**config.mk**
```make
export PLATFORM = sky130hd
export DESIGN_NAME = fw_interface_wb
export DESIGN_NICKNAME = d
export VERILOG_FILES = /design/src/rtl/fw_interface_wb.sv
export SDC_FILE = /design/constraint.sdc
export NUM_CORES = 1
export LEC_CHECK = 0
export CORE_MARGIN = 3
export CORE_UTILIZATION = 48
export CTS_CLUSTER_SIZE = 25
export DETAILED_ROUTE_END_ITERATION = 6
export PLACE_DENSITY = 0.81
export SLEW_MARGIN = 10
export SYNTH_ARGS = -nofsm -noshare
export SYNTH_HDL_FRONTEND = slang
export SYNTH_SLANG_ARGS = --single-unit
```
**constraint.sdc**
```tcl
create_clock -name wb_clk_i -period 2.1 [get_ports wb_clk_i]
set_input_delay 0.525 -clock wb_clk_i [delete_from_list [all_inputs] [get_ports wb_clk_i]]
set_output_delay 0.525 -clock wb_clk_i [all_outputs]
set_load 0.01 [all_outputs]
```
**src/rtl/fw_interface_wb.sv**
```systemverilog
`default_nettype none
// ============================================================================
// fw_interface_wb : Wishbone B3 classic slave for firmware test-progress reporting
// Define FW_INTERFACE_STRING_PACK_EN for four little-endian bytes per STRING write.
// Revision: 1.0
// ============================================================================
module fw_interface_wb #(
  parameter int ADDR_WIDTH   = 5,
  parameter int PULSE_CYCLES = 4
) (
  input  logic                  wb_clk_i,
  input  logic                  wb_rst_i,
  input  logic [ADDR_WIDTH-1:0] wb_adr_i,
  input  logic [31:0]           wb_dat_i,
  input  logic [3:0]            wb_sel_i,
  input  logic                  wb_we_i,
  input  logic                  wb_cyc_i,
  input  logic                  wb_stb_i,
  output logic [31:0]           wb_dat_o,
  output logic                  wb_ack_o,
  output logic                  new_report,
  output logic                  new_warning,
  output logic                  new_error,
  output logic                  new_compare,
  output logic [31:0]           report_reg,
  output logic [31:0]           warning_reg,
  output logic [31:0]           error_reg,
  output logic [31:0]           expected_reg,
  output logic [31:0]           measured_reg,
  output logic [5:0]            index,
  output logic [7:0]            data,
  output logic                  write_mem
);

  localparam int            CW         = $clog2(PULSE_CYCLES + 1);
  localparam logic [CW-1:0] PULSE_LOAD = CW'(PULSE_CYCLES);
  localparam logic [2:0]    A_CTRL     = 3'd0;
  localparam logic [2:0]    A_REPORT   = 3'd1;
  localparam logic [2:0]    A_WARNING  = 3'd2;
  localparam logic [2:0]    A_ERROR    = 3'd3;
  localparam logic [2:0]    A_EXPECTED = 3'd4;
  localparam logic [2:0]    A_MEASURED = 3'd5;
  localparam logic [2:0]    A_STRING   = 3'd6;
  localparam logic [2:0]    A_STATUS   = 3'd7;

  typedef enum logic [1:0] {
    S_IDLE = 2'd0,
    S_EMIT = 2'd1,
    S_ACK  = 2'd2
  } state_t;

  state_t         state_q, state_d;
  logic           ack_q;
  logic [31:0]    dat_q;
  logic [31:0]    report_q, warning_q, error_q, expected_q, measured_q;
  logic [5:0]     ptr_q, ptr_d;
  logic           overflow_q, overflow_d;
  logic           dropped_q;
  logic           pend_q;
  logic [3:0]     fire_q;
  logic [CW-1:0]  cnt_q;

  logic [2:0]     word;
  logic           accept;
  logic           str_wr;
  logic           full_word;
  logic           pulse_on;
  logic           busy;
  logic           emit_done;
  logic [7:0]     cur_byte;
  logic           last_lane;
  logic [31:0]    rd_data;
  logic           unused_adr_bits;

  assign word            = wb_adr_i[4:2];
  assign accept          = wb_cyc_i && wb_stb_i && !ack_q && (state_q == S_IDLE);
  assign str_wr          = accept && wb_we_i && (word == A_STRING);
  assign full_word       = (wb_sel_i == 4'hF);
  assign pulse_on        = (cnt_q != '0);
  assign busy            = pend_q || pulse_on;
  assign unused_adr_bits = ^wb_adr_i;

`ifdef FW_INTERFACE_STRING_PACK_EN
  logic [31:0] buf_q;
  logic [1:0]  lane_q, lane_d;
  assign cur_byte  = buf_q[{lane_q, 3'b000} +: 8];
  assign last_lane = (lane_q == 2'd3);
`else
  logic [7:0]  buf_q;
  assign cur_byte  = buf_q;
  assign last_lane = 1'b1;
`endif

  // String emitter: one byte per EMIT cycle, ack follows the final byte.
  always_comb begin
    state_d    = state_q;
    ptr_d      = ptr_q;
    overflow_d = overflow_q;
    write_mem  = 1'b0;
    index      = 6'd0;
    data       = 8'd0;
    emit_done  = 1'b0;
`ifdef FW_INTERFACE_STRING_PACK_EN
    lane_d     = lane_q;
`endif
    case (state_q)
      S_IDLE: begin
        if (str_wr) state_d = S_EMIT;
      end
      S_EMIT: begin
        write_mem = 1'b1;
        index     = ptr_q;
        data      = cur_byte;
        if (cur_byte == 8'd0)      ptr_d      = 6'd0;
        else if (ptr_q == 6'd63)   overflow_d = 1'b1;
        else                       ptr_d      = ptr_q + 6'd1;
        if ((cur_byte == 8'd0) || last_lane) begin
          state_d   = S_ACK;
          emit_done = 1'b1;
`ifdef FW_INTERFACE_STRING_PACK_EN
          lane_d    = 2'd0;
        end else begin
          lane_d    = lane_q + 2'd1;
`endif
        end
      end
      S_ACK:   state_d = S_IDLE;
      default: state_d = S_IDLE;
    endcase
  end

  always_comb begin
    rd_data = 32'd0;
    case (word)
      A_REPORT:   rd_data = report_q;
      A_WARNING:  rd_data = warning_q;
      A_ERROR:    rd_data = error_q;
      A_EXPECTED: rd_data = expected_q;
      A_MEASURED: rd_data = measured_q;
      A_STATUS:   rd_data = {21'd0, busy, dropped_q, overflow_q, 2'b00, ptr_q};
      default:    rd_data = 32'd0;
    endcase
  end

  always_ff @(posedge wb_clk_i) begin
    if (wb_rst_i) begin
      state_q    <= S_IDLE;
      ack_q      <= 1'b0;
      dat_q      <= 32'd0;
      report_q   <= 32'd0;
      warning_q  <= 32'd0;
      error_q    <= 32'd0;
      expected_q <= 32'd0;
      measured_q <= 32'd0;
      ptr_q      <= 6'd0;
      overflow_q <= 1'b0;
      dropped_q  <= 1'b0;
      pend_q     <= 1'b0;
      fire_q     <= 4'd0;
      cnt_q      <= '0;
      buf_q      <= '0;
`ifdef FW_INTERFACE_STRING_PACK_EN
      lane_q     <= 2'd0;
`endif
    end else begin
      state_q    <= state_d;
      ptr_q      <= ptr_d;
      overflow_q <= overflow_d;
      ack_q      <= (accept && !str_wr) || emit_done;
      dat_q      <= (accept && !wb_we_i) ? rd_data : 32'd0;
      pend_q     <= 1'b0;
`ifdef FW_INTERFACE_STRING_PACK_EN
      lane_q     <= lane_d;
      if (str_wr) buf_q <= wb_dat_i;
`else
      if (str_wr) buf_q <= wb_dat_i[7:0];
`endif
      // Counter loads one cycle after the accepting edge so strobes start after ack.
      if (pend_q)        cnt_q <= PULSE_LOAD;
      else if (pulse_on) cnt_q <= cnt_q - CW'(1);
      if (accept && wb_we_i) begin
        case (word)
          A_CTRL: begin
            if (busy) begin
              dropped_q <= 1'b1;
            end else begin
              pend_q <= 1'b1;
              fire_q <= wb_dat_i[3:0];
            end
          end
          A_REPORT:   if (full_word) report_q   <= wb_dat_i;
          A_WARNING:  if (full_word) warning_q  <= wb_dat_i;
          A_ERROR:    if (full_word) error_q    <= wb_dat_i;
          A_EXPECTED: if (full_word) expected_q <= wb_dat_i;
          A_MEASURED: if (full_word) measured_q <= wb_dat_i;
          A_STATUS: begin
            if (wb_dat_i[8]) overflow_q <= 1'b0;
            if (wb_dat_i[9]) dropped_q  <= 1'b0;
          end
          default: ;
        endcase
      end
    end
  end

  assign wb_dat_o     = dat_q;
  assign wb_ack_o     = ack_q;
  assign new_report   = fire_q[0] && pulse_on;
  assign new_warning  = fire_q[1] && pulse_on;
  assign new_error    = fire_q[2] && pulse_on;
  assign new_compare  = fire_q[3] && pulse_on;
  assign report_reg   = report_q;
  assign warning_reg  = warning_q;
  assign error_reg    = error_q;
  assign expected_reg = expected_q;
  assign measured_reg = measured_q;

endmodule
`default_nettype wire
```
### After elaboration in Yosys (flattened, before gate mapping)

Index checks and enable logic that the tools add are counted.

* register bits: 219
* bits in latches: 0
* bits in writable memories: 0
* memory bits (read-only): 0
* input bits: 46
* output and inout port bits: 212
* memories: 0

* add/sub/neg operators: 2
* multipliers: 0
* divide/modulo/power cells: 0
* $lt $le $gt $ge: 0
* eq/ne operators: 14
* shift operators: 0
* multiplexer cells: 20
* bitwise logic cells: 4
* reduce and logical (&&, ||, !) cells: 33

Operator list (count)
* one-hot mux 32 bit (6 select lines): 1
* 2-to-1 mux 6 bit: 3
* AND reduction 3 bit: 6
* equality test 3 bit (second input constant): 4
* logical AND 1 bit: 11
* 2-to-1 mux 1 bit: 10
* logical NOT 8 bit: 1
* 2-to-1 mux 8 bit: 1
* inequality test 2 bit (second input constant): 4
* adder 6 x 1 -> 6 bit (second input constant): 1
* equality test 3 x 2 -> 1 bit (second input constant): 2
* equality test 6 bit (second input constant): 1
* 2-to-1 mux 3 bit: 2
* equality test 4 bit (second input constant): 1
* inverter 1 bit: 4
* one-hot mux 2 bit (2 select lines): 1
* AND reduction 4 bit: 1
* nonzero test 2 bit: 2
* OR reduction 2 bit: 2
* equality test 3 x 1 -> 1 bit (second input constant): 1
* logical NOT 1 bit: 3
* logical NOT 3 bit: 1
* nonzero test 3 bit: 1
* OR reduction 3 bit: 1
* 7 further kinds: 8

### Longest topological paths before layout

Gate-level depths: netlist of run 1.

* word-level depth: 8
* depth in mapped cells: 8
* gate-level depth less buffers: 7

### Worst setup path before layout of run 1

OpenSTA, ideal clock, no wires.

* path kind: reg2out
* start: register state_q[1]
* end: output port data[0]
* data arrival time: 1.294 ns
* required time: 1.575 ns
* slack: 0.281 ns
* cell stages (with the launch flop): 7
* cell sequence: dfxtp_1 -> nand2b_1 -> buf_2 -> inv_2 -> buf_2 -> clkbuf_1 -> and2_1

* word-level cells in the longest chain between the ends: 2

RTL lines
* start, declared: RTL line 52 `state_t state_q, state_d;`
* start signal, assigned: RTL line 166 `state_q <= state_d;`
* equality test 2 x 1 -> 1 bit: RTL line 106 `case (state_q)`
* 2-to-1 mux 8 bit: RTL line 106
* end, declared: RTL line 31 `output logic [7:0] data,`

Every way passes these cells.

### Worst setup path in the final report of run 1

* start: register cnt_q[0]
* end: output port new_report

* word-level cells in the longest chain between the ends: 2

RTL lines
* start, declared: RTL line 61 `logic [CW-1:0] cnt_q;`
* start signal, assigned: RTL line 180 `else if (pulse_on) cnt_q <= cnt_q - CW'(1);`
* nonzero test 3 bit: RTL line 79 `assign pulse_on = (cnt_q != '0);`
* logical AND 1 bit: RTL line 208 `assign new_report = fire_q[0] && pulse_on;`
* end, declared: RTL line 21 `output logic new_report,`

Every way passes these cells.

==> results of run 1 <==
[per-layer routing]
| metal | GRT usage [%] | vias to the layer above |
|---|---|---|
| met5 | 0 | - |
| met4 | 11.91 | 2 |
| met2 | 46.74 | 482 |
| met3 | 6.932 | 95 |
| li1 | - | 4040 |
| met1 | 38.92 | 4238 |
[worst min-delay path by stage]
stage,startpoint,end,slack (ns),depth (start not counted)
3_5_place_dp,measured_reg[12],measured_reg[12],0.46,2
3_3_place_gp,warning_reg[24],warning_reg[24],0.45,2
5_1_grt,measured_reg[12],measured_reg[12],0.49,2
2_1_floorplan,pend_q,cnt_q[1],0.44,1
4_1_cts,wb_adr_i[3],pend_q,0.47,2
6_report,measured_reg[12],measured_reg[12],0.47,2
[critical path: stages, from the launching register on]
cell and delay, ns:
dfxtp_2 0.33, inv_1 0.04, ha_2 0.20, ha_4 0.19
nor2b_1 0.13, buf_2 0.15
[layout by cell type (no fill, tap or decap), drive strengths merged, types with 4 or more instances in the layout]
cell / instances
nor3b: 4
nor2: 112
a221oi: 4
o2bb2ai: 15
nor2b: 13
nand3: 7
and2: 13
mux2: 12
nand4: 10
clkbuf: 37
a22oi: 16
dfxtp: 219
o21ai: 4
nand2: 202
buf: 92
inv: 7
clkdlybuf4s50: 232
mux2i: 101
nor4: 5
and4: 4
a2bb2oi: 4
a222oi: 15
a22o: 5
ha: 4
a21oi: 123
a211oi: 9
nor3: 6
[logic make-up after synthesis]
family	count (synthesis)	synth area share, %
AND/OR/NAND/NOR	384	18.66
flip-flops	219	48.68
AO/OA/AOI/OAI	203	14.32
multiplexers	113	12.73
buffers and inverters	91	4.960
adder cells (fa/ha/maj)	4	0.5557
XOR/XNOR	1	0.09727
[layout make-up]
type                            count  area, um2  area share, %
Inverter                            7      31.28         0.2421
Timing Repair inverter              1      7.507        0.05811
Antenna cell                        1      2.502        0.01937
Clock buffer                       37      709.4          5.491
Multi-Input combinational cell    705       4228          32.72
Tap cell                          229      286.5          2.218
Clock inverter                      5      86.33         0.6682
Sequential cell                   219       4389          33.97
Timing Repair Buffer              325       3179          24.61
[timing repair]
action                                  in CTS  in global routing
endpoints found under the setup margin      19                  4
gates resized for setup                     83                  3
buffers inserted                             6                  0
gates cloned                                 1                  0
hold buffers                                 0                  0
pin swaps                                    0                  0
[per-stage QoR]
step | setup TNS (ns) | area [um2]
after global routing | -0.04528 | 12920
after detailed placement | -4.433 | 12120
after CTS | 0 | 12910
after global placement | -0.3624 | 12120
final | 0 | 12920
after floorplan | 0 | 9006
[power by group]
part | switching [mW] | leakage [nW] | internal [mW] | total, mW
combinational | 0.388 | 2.99 | 0.270 | 0.657
clock | 1.66 | 0.390 | 2.56 | 4.23
sequential | 0.0140 | 1.76 | 4.18 | 4.19
total | 2.06 | 5.14 | 7.01 | 9.08
==> results_dict.tcl, run 1 <==
set metrics [dict create \
    cts_root_buf "clkbuf_16" \
    syn-cell-area_um2 9006 \
    fp.dieH_um 143.0 \
    final_max_slew_viol_count 0 \
    maxCapViolCount 0 \
    wl_met3_um 3017 \
    track_usage_pct 29.47 \
    cp_data_required_time_ns 1.57 \
    hold_violations 0 \
    clk_latency_ns 0.51 \
    syn_nets 1065 \
    outcome "finished, final reports clean" \
    viasPerCell 5.793 \
    pin_count 258 \
    grt_pass1_wl_um 47420 \
    synth.top_cells.by_count "dfxtp_1 (219), nand2_1 (202), a21oi_1 (123), nor2_1 (112), mux2i_1 (101)" \
    dp_slack_ns -0.08630 \
    irDropWorstVdd_v 0.0005127 \
    synth-main-ff-cell "dfxtp_1" \
    r2r-end "fire_q[1]" \
    tritoncts "yes" \
    wire_per_inst_um 20.40 \
    antenna_found_initial 2 \
    grt_max_degree 91 \
    setup_violations 0 \
    start_util_pct 49.46 \
    start_kind "register" \
    period_needed_ns 2.074 \
    synthArstFlopShare_pct 0 \
    synth-edff-count 0 \
    syn_avg_cell_area_um2 8.873 \
    met2WireLength_um 14240 \
    synth_top_area_share_pct 48.68 \
    design_power_total_mw 9.076 \
    nets 1333 \
    relSlewSlack_pct 63.81 \
    fmax_mhz 482.0 \
    crit_start "cnt_q[0]" \
    hold_path.class "register to register" \
    drtAntennaViolNets 0 \
    crit_fanout 5 \
    grt_setup_unrepaired "true" \
    syn_to_final_growth_pct 43.46 \
    final_core_util_pct 70.95 \
    yosys.area.top_type "dfxtp_1" \
    floorplan.rows 49 \
    rrSetupSlack_ns 0.20 \
    final.period_utilization_pct 98.79 \
    dieArea_um2 20440 \
    dp_hpwl_um 20750 \
    gr-total-overflow 0 \
    fin_ws_ns 0.02550 \
    worst_setup_hold_path_clk_slew_ns 0.06 \
    reg2reg_depth 9 \
    total_leakage_power_nw 5.144 \
    n_fill_cell 1346 \
    reg2reg_from "cnt_q[0]" \
    synth_most_common_cell "dfxtp_1" \
    ys_seq_area_share_pct 48.68 \
    instances_no_fill 1529 \
    highest_layer "met5" \
    crit_end "new_report" \
    die_width_um 143.0 \
    worstSetupEndpointType "primary output" \
    critPathKind "register to primary output" \
    numCtsBuffers 24 \
    drive_gt1_share_pct 12.32 \
    p_per_area_nw_per_um2 702.5 \
    core-area_um2 18210 \
    drtIter0Drc 677 \
    drc 0 \
    yosysUniqueCellTypes 45 \
    dp_cells 1479 \
    yosysWarnings 0 \
    place.gp.congestion 0.8703 \
    grt_pass1_vias 8576 \
    synthTopCellsByArea "dfxtp_1 (49%), mux2i_1 (11%), nand2_1 (8.4%)" \
    num_vias 8857 \
    first_pass_iters 7 \
    routed_wl_um 31190 \
    clock-skew-final_ns 0.01504 \
    cts_htree_levels 1 \
    worstPathArrival_ns 1.55 \
    tightest_slew_ns 0.5429 \
    clk_path_buf_depth 3 \
    hold_slack_ns 0.4690 \
    postSynthCellCount 1015 \
    wirelength_met1_um 12650 \
    synth-seq-cells 219 \
    cts.sinks 219 \
    port_buffers 255 \
]
No activity file was read; power rests on OpenSTA's default activity.
==> inputs of run 2 (changes only) <==
--- a/config.mk
+++ b/config.mk
@@ -5,11 +5,13 @@
 export SDC_FILE = /design/constraint.sdc
 export NUM_CORES = 1
 export LEC_CHECK = 0
+export CELL_PAD_IN_SITES_DETAIL_PLACEMENT = 0
+export CELL_PAD_IN_SITES_GLOBAL_PLACEMENT = 1
 export CORE_MARGIN = 3
-export CORE_UTILIZATION = 48
+export CORE_UTILIZATION = 35
 export CTS_CLUSTER_SIZE = 25
 export DETAILED_ROUTE_END_ITERATION = 6
-export PLACE_DENSITY = 0.81
+export PLACE_DENSITY_LB_ADDON = 0.1
 export SLEW_MARGIN = 10
 export SYNTH_ARGS = -nofsm -noshare
 export SYNTH_HDL_FRONTEND = slang
==> results_dict.tcl, run 2 (same netlist as run 1, synthesis figures left out) <==
set metrics [dict create \
    fin_area_um2 13150 \
    final_common_cell "clkdlybuf4s50_1" \
    tritoncts "yes" \
    gr-total-overflow 0 \
    irDropWorstVdd_v 0.0004050 \
    cts.sinks 219 \
    outcome "finished, final reports clean" \
    cp_data_required_time_ns 1.57 \
    dieArea_um2 27690 \
    fp.dieH_um 166.4 \
    place_area_um2 12270 \
    clk_latency_ns 0.51 \
    start_util_pct 35.66 \
    num_antenna_cells 0 \
    relSlewSlack_pct 67.05 \
    setup_violations 0 \
    viasPerCell 5.057 \
    critPathTopFamily "buffers and inverters" \
    hold_path.class "input pin to register" \
    crit_buf_inv 1 \
    numCtsBuffers 25 \
    grt_pass1_vias 8083 \
    nets 1334 \
    final_core_util_pct 52.06 \
    grt_pass1_wl_um 49230 \
    core-area_um2 25250 \
    drtAntennaViolNets 0 \
    drc 0 \
    hold_buffers 0 \
    first_pass_iters 5 \
    start_kind "register" \
    period_needed_ns 2.037 \
    routed_wl_um 32560 \
    floorplan.rows 58 \
    design_power_total_mw 9.372 \
    instances_no_fill 1632 \
    dp_hpwl_um 21940 \
    layout_common_cells "clkdlybuf4s50_1 (232), dfxtp_1 (216), nand2_1 (202), a21oi_1 (123), nor2_1 (111)" \
    reg2reg_from "cnt_q[0]" \
    holdCritStartpoint "wb_adr_i[3]" \
    worstSetupEndpointType "primary output" \
    seq_area_um2 4388 \
    clk_path_buf_depth 3 \
    syn_to_final_growth_pct 45.97 \
    maxCapViolCount 0 \
    pin_count 258 \
    crit_fanout 3 \
    port_buffers 255 \
    final_max_slew_viol_count 0 \
    hold_violations 0 \
    antenna_found_initial 0 \
    crit_chain "clkdlybuf4s50_1" \
    final.period_utilization_pct 97.01 \
    crit_start "report_reg[1]" \
    drtIter0Drc 590 \
    track_usage_pct 22.28 \
    tightest_slew_ns 0.4933 \
    dp_cells 1582 \
    clock-skew-final_ns 0.008424 \
    cp_slowest_stage_delay_ns 0.58 \
    wire_per_inst_um 19.95 \
    fmax_mhz 490.9 \
    critPathKind "register to primary output" \
    cts_root_buf "clkbuf_16" \
    worstPathArrival_ns 1.51 \
    drive_gt1_share_pct 12.21 \
    cts_htree_levels 1 \
    num_vias 8253 \
    die_width_um 166.4 \
    grt_setup_unrepaired "false" \
    n_fill_cell 2408 \
    p_per_area_nw_per_um2 712.9 \
    total_leakage_power_nw 5.188 \
    worst_setup_hold_path_clk_slew_ns 0.06 \
    crit_slowest_cell "clkdlybuf4s50_1" \
    multi_input_area_um2 4243 \
    grt_max_degree 99 \
    hold_slack_ns 0.4185 \
    place.gp.congestion 0.7996 \
]
[run 2: cell types whose count changed in the layout (fill, tap and decap cells not counted), sizes merged]
cell,before,now
clkbuf,37,43
dlygate4sd2,1,5
clkinv,3,5
clkdlybuf4s15,0,5
diode,1,0
buf,92,78
[run 2: worst paths after layout]
path | slack [ns] | depth (start not counted) | endpoint
setup / recovery | 0.06 | 1 | report_reg[1]
hold / removal | 0.42 | 2 | pend_q
setup reg to reg | 0.25 | 10 | wb_dat_o[10]
hold reg to reg | 0.47 | 2 | measured_reg[12]
[run 2: final cells by class]
type / count / share of cell area, %
Timing Repair Buffer: 325 / 24.47
Clock buffer: 38 / 5.815
Tap cell: 330 / 3.141
Clock inverter: 7 / 0.6472
Multi-Input combinational cell: 705 / 32.27
Inverter: 7 / 0.2189
Timing Repair inverter: 1 / 0.05710
Sequential cell: 219 / 33.38
[run 2: power by group]
part | switching [mW] | leakage (nW) | internal [mW] | total (mW)
sequential | 0.0120 | 1.76 | 4.18 | 4.19
clock | 1.71 | 0.425 | 2.74 | 4.45
combinational | 0.420 | 3.00 | 0.311 | 0.731
[run 2: what timing repair did]
item	in CTS	in global routing
gates resized for setup	46	13
pin swaps	0	2
setup endpoints to repair	19	13
gates cloned	1	0
setup buffers	2	2
[run 2: per-layer routing]
metal  part of all wire (%)  track usage (%)  vias to the layer above
li1                       -                -                     4053
met1                     47            30.81                     3954
met2                     46            36.56                      217
met3                    6.0            4.676                       29
met4                    1.3            4.089                        0
met5                      0                0                        -
[run 2: stage by stage]
stage	TNS, ns	worst slack (ns)
finish	0	0.06285
global route	0	0.002247
CTS	0	0.009819
detailed placement	-7.358	-0.09684
global placement	-4.430	-0.06233
floorplan	0	0.2810
==> inputs of run 3 (changes only) <==
--- a/config.mk
+++ b/config.mk
@@ -7,6 +7,7 @@
 export LEC_CHECK = 0
 export CELL_PAD_IN_SITES_DETAIL_PLACEMENT = 0
 export CELL_PAD_IN_SITES_GLOBAL_PLACEMENT = 1
+export CORE_ASPECT_RATIO = 0.75
 export CORE_MARGIN = 3
 export CORE_UTILIZATION = 35
 export CTS_CLUSTER_SIZE = 25
==> results_dict.tcl, run 3 (same netlist as run 1, synthesis figures left out) <==
set metrics [dict create \
    outcome "complete, but fails checks" \
    violations "setup timing" \
    floorplan.rows 50 \
    setup_violations 1 \
    antenna_found_initial 0 \
    worstPathArrival_ns 1.62 \
    wire_per_inst_um 20.24 \
    start_util_pct 35.81 \
    fmax_mhz 467.1 \
    crit_fanout 4 \
    nets 1347 \
    drtIter0Drc 635 \
    cp_data_required_time_ns 1.57 \
    cts.sinks 219 \
    start_kind "register" \
    pwr-share-clk_pct 46.3 \
    cts_root_buf "clkbuf_16" \
    swShare_pct 23.47 \
    dp_cells 1597 \
    pwr-share-seq_pct 45.4 \
    tritoncts "yes" \
    clock-skew-final_ns 0.01416 \
    relSlewSlack_pct 54.62 \
    grt_pass1_vias 8117 \
    drc 0 \
    hold_violations 0 \
    clk_latency_ns 0.53 \
    p_per_area_nw_per_um2 700.6 \
    irDropWorstVdd_v 0.0005080 \
    core-area_um2 25150 \
    multi_input_area_um2 4255 \
    place.gp.congestion 0.7856 \
    p_comb_share_pct 8.3 \
    instances_no_fill 1653 \
    fin_ws_ns -0.04095 \
    hold_path.class "input pin to register" \
    first_pass_iters 5 \
    grt_pass1_wl_um 50510 \
    dp_hpwl_um 22970 \
    num_antenna_cells 0 \
    n_fill_cell 2395 \
    tns_ns -0.04095 \
    grtUsageMet1_pct 35.76 \
    numCtsBuffers 24 \
    worstSetupEndpointType "primary output" \
    routed_wl_um 33460 \
    layout_common_cells "clkdlybuf4s50_1 (232), dfxtp_1 (215), nand2_1 (202), a21oi_1 (123), nor2_1 (111)" \
    design_power_total_mw 9.227 \
    final.period_utilization_pct 101.9 \
    critPathKind "register to primary output" \
    num_vias 8342 \
    period_needed_ns 2.141 \
    cts_htree_levels 1 \
    die_width_um 191.2 \
    worst_setup_hold_path_clk_slew_ns 0.07 \
    viasPerCell 5.047 \
    track_usage_pct 23.29 \
    port_buffers 255 \
    busiest_layer "met1" \
    grt_use_met3_pct 5.894 \
    total_leakage_power_nw 5.204 \
    p_int_mw 7.061 \
    grt_max_degree 83 \
    rrSetupSlack_ns 0.36 \
    maxCapViolCount 0 \
    grt_setup_unrepaired "true" \
    gr-total-overflow 0 \
    final_max_slew_viol_count 0 \
    drive_gt1_share_pct 14.07 \
    clk_path_buf_depth 3 \
    tightest_slew_ns 0.6792 \
    netSwitchingPower_mw 2.166 \
    dieArea_um2 27710 \
    final_common_cell "clkdlybuf4s50_1" \
    seq_area_um2 4389 \
    dp_slack_ns -0.1271 \
    drtAntennaViolNets 0 \
    globalRouteMet2Util_pct 33.24 \
    fp.dieH_um 144.9 \
    pin_count 258 \
    syn_to_final_growth_pct 46.23 \
]
run 3: changes by cell type in the layout (fill, tap and decap cells not counted), sizes merged:
| cell | previous run | this run |
|---|---|---|
| clkdlybuf4s15 | 5 | 0 |
| dlygate4sd2 | 5 | 0 |
| clkinv | 5 | 2 |
| bufinv | 2 | 1 |
| clkbuf | 43 | 42 |
| buf | 78 | 105 |
| clkinvlp | 1 | 2 |
run 3: final cells by class:
type / instances / area share, %
Clock inverter: 3 / 0.3040
Tap cell: 338 / 3.211
Clock buffer: 41 / 5.738
Timing Repair Buffer: 338 / 24.76
Multi-Input combinational cell: 705 / 32.31
Inverter: 7 / 0.2375
Timing Repair inverter: 2 / 0.1140
Sequential cell: 219 / 33.33
run 3: worst max-delay path, cell delays in order (launching register included):
cell and delay, ns:
dfxtp_2 0.32, nand2b_4 0.15, buf_6 0.11, clkinvlp_4 0.12
buf_6 0.14, and2_4 0.14, buf_6 0.11
run 3: power groups by stage:
stage               Sequential (mW)  Combinational, mW  Clock [mW]
floorplan                      4.28              0.312           0
global placement               4.28              0.668           0
detailed placement             4.28              0.670           0
CTS                            4.19              0.703        4.37
global route                   4.19              0.815        4.53
finish                         4.19              0.765        4.27
run 3: path summary, 6_finish.rpt:
| kind | cells past startpoint | start | end |
|---|---|---|---|
| hold / removal | 2 | wb_rst_i | report_reg[30] |
| hold reg to reg | 2 | measured_reg[12] | measured_reg[12] |
| setup / recovery | 6 | state_q[1] | data[6] |
| setup reg to reg | 7 | state_q[0] | warning_reg[15] |
run 3: per-layer routing:
layer	vias to the layer above	routed length [um]
li1	4068	-
met1	3983	16560
met2	257	13940
met3	34	2510
met4	0	452
met5	-	0
run 3: per-stage QoR:
stage,instance area [um2],hold WS (ns),utilization [%]
finish,13170,0.2804,52.37
global route,13170,0.2860,52.37
CTS,13110,0.2660,52.14
detailed placement,12260,0.4602,48.75
global placement,12260,0.4546,48.75
floorplan,9006,0.4438,-
run 3: timing repair:
action	CTS	global route
hold buffers	0	0
gates cloned	2	0
pin swaps	1	3
buffers inserted	9	2
gates resized for setup	92	18
endpoints found under the setup margin	19	13
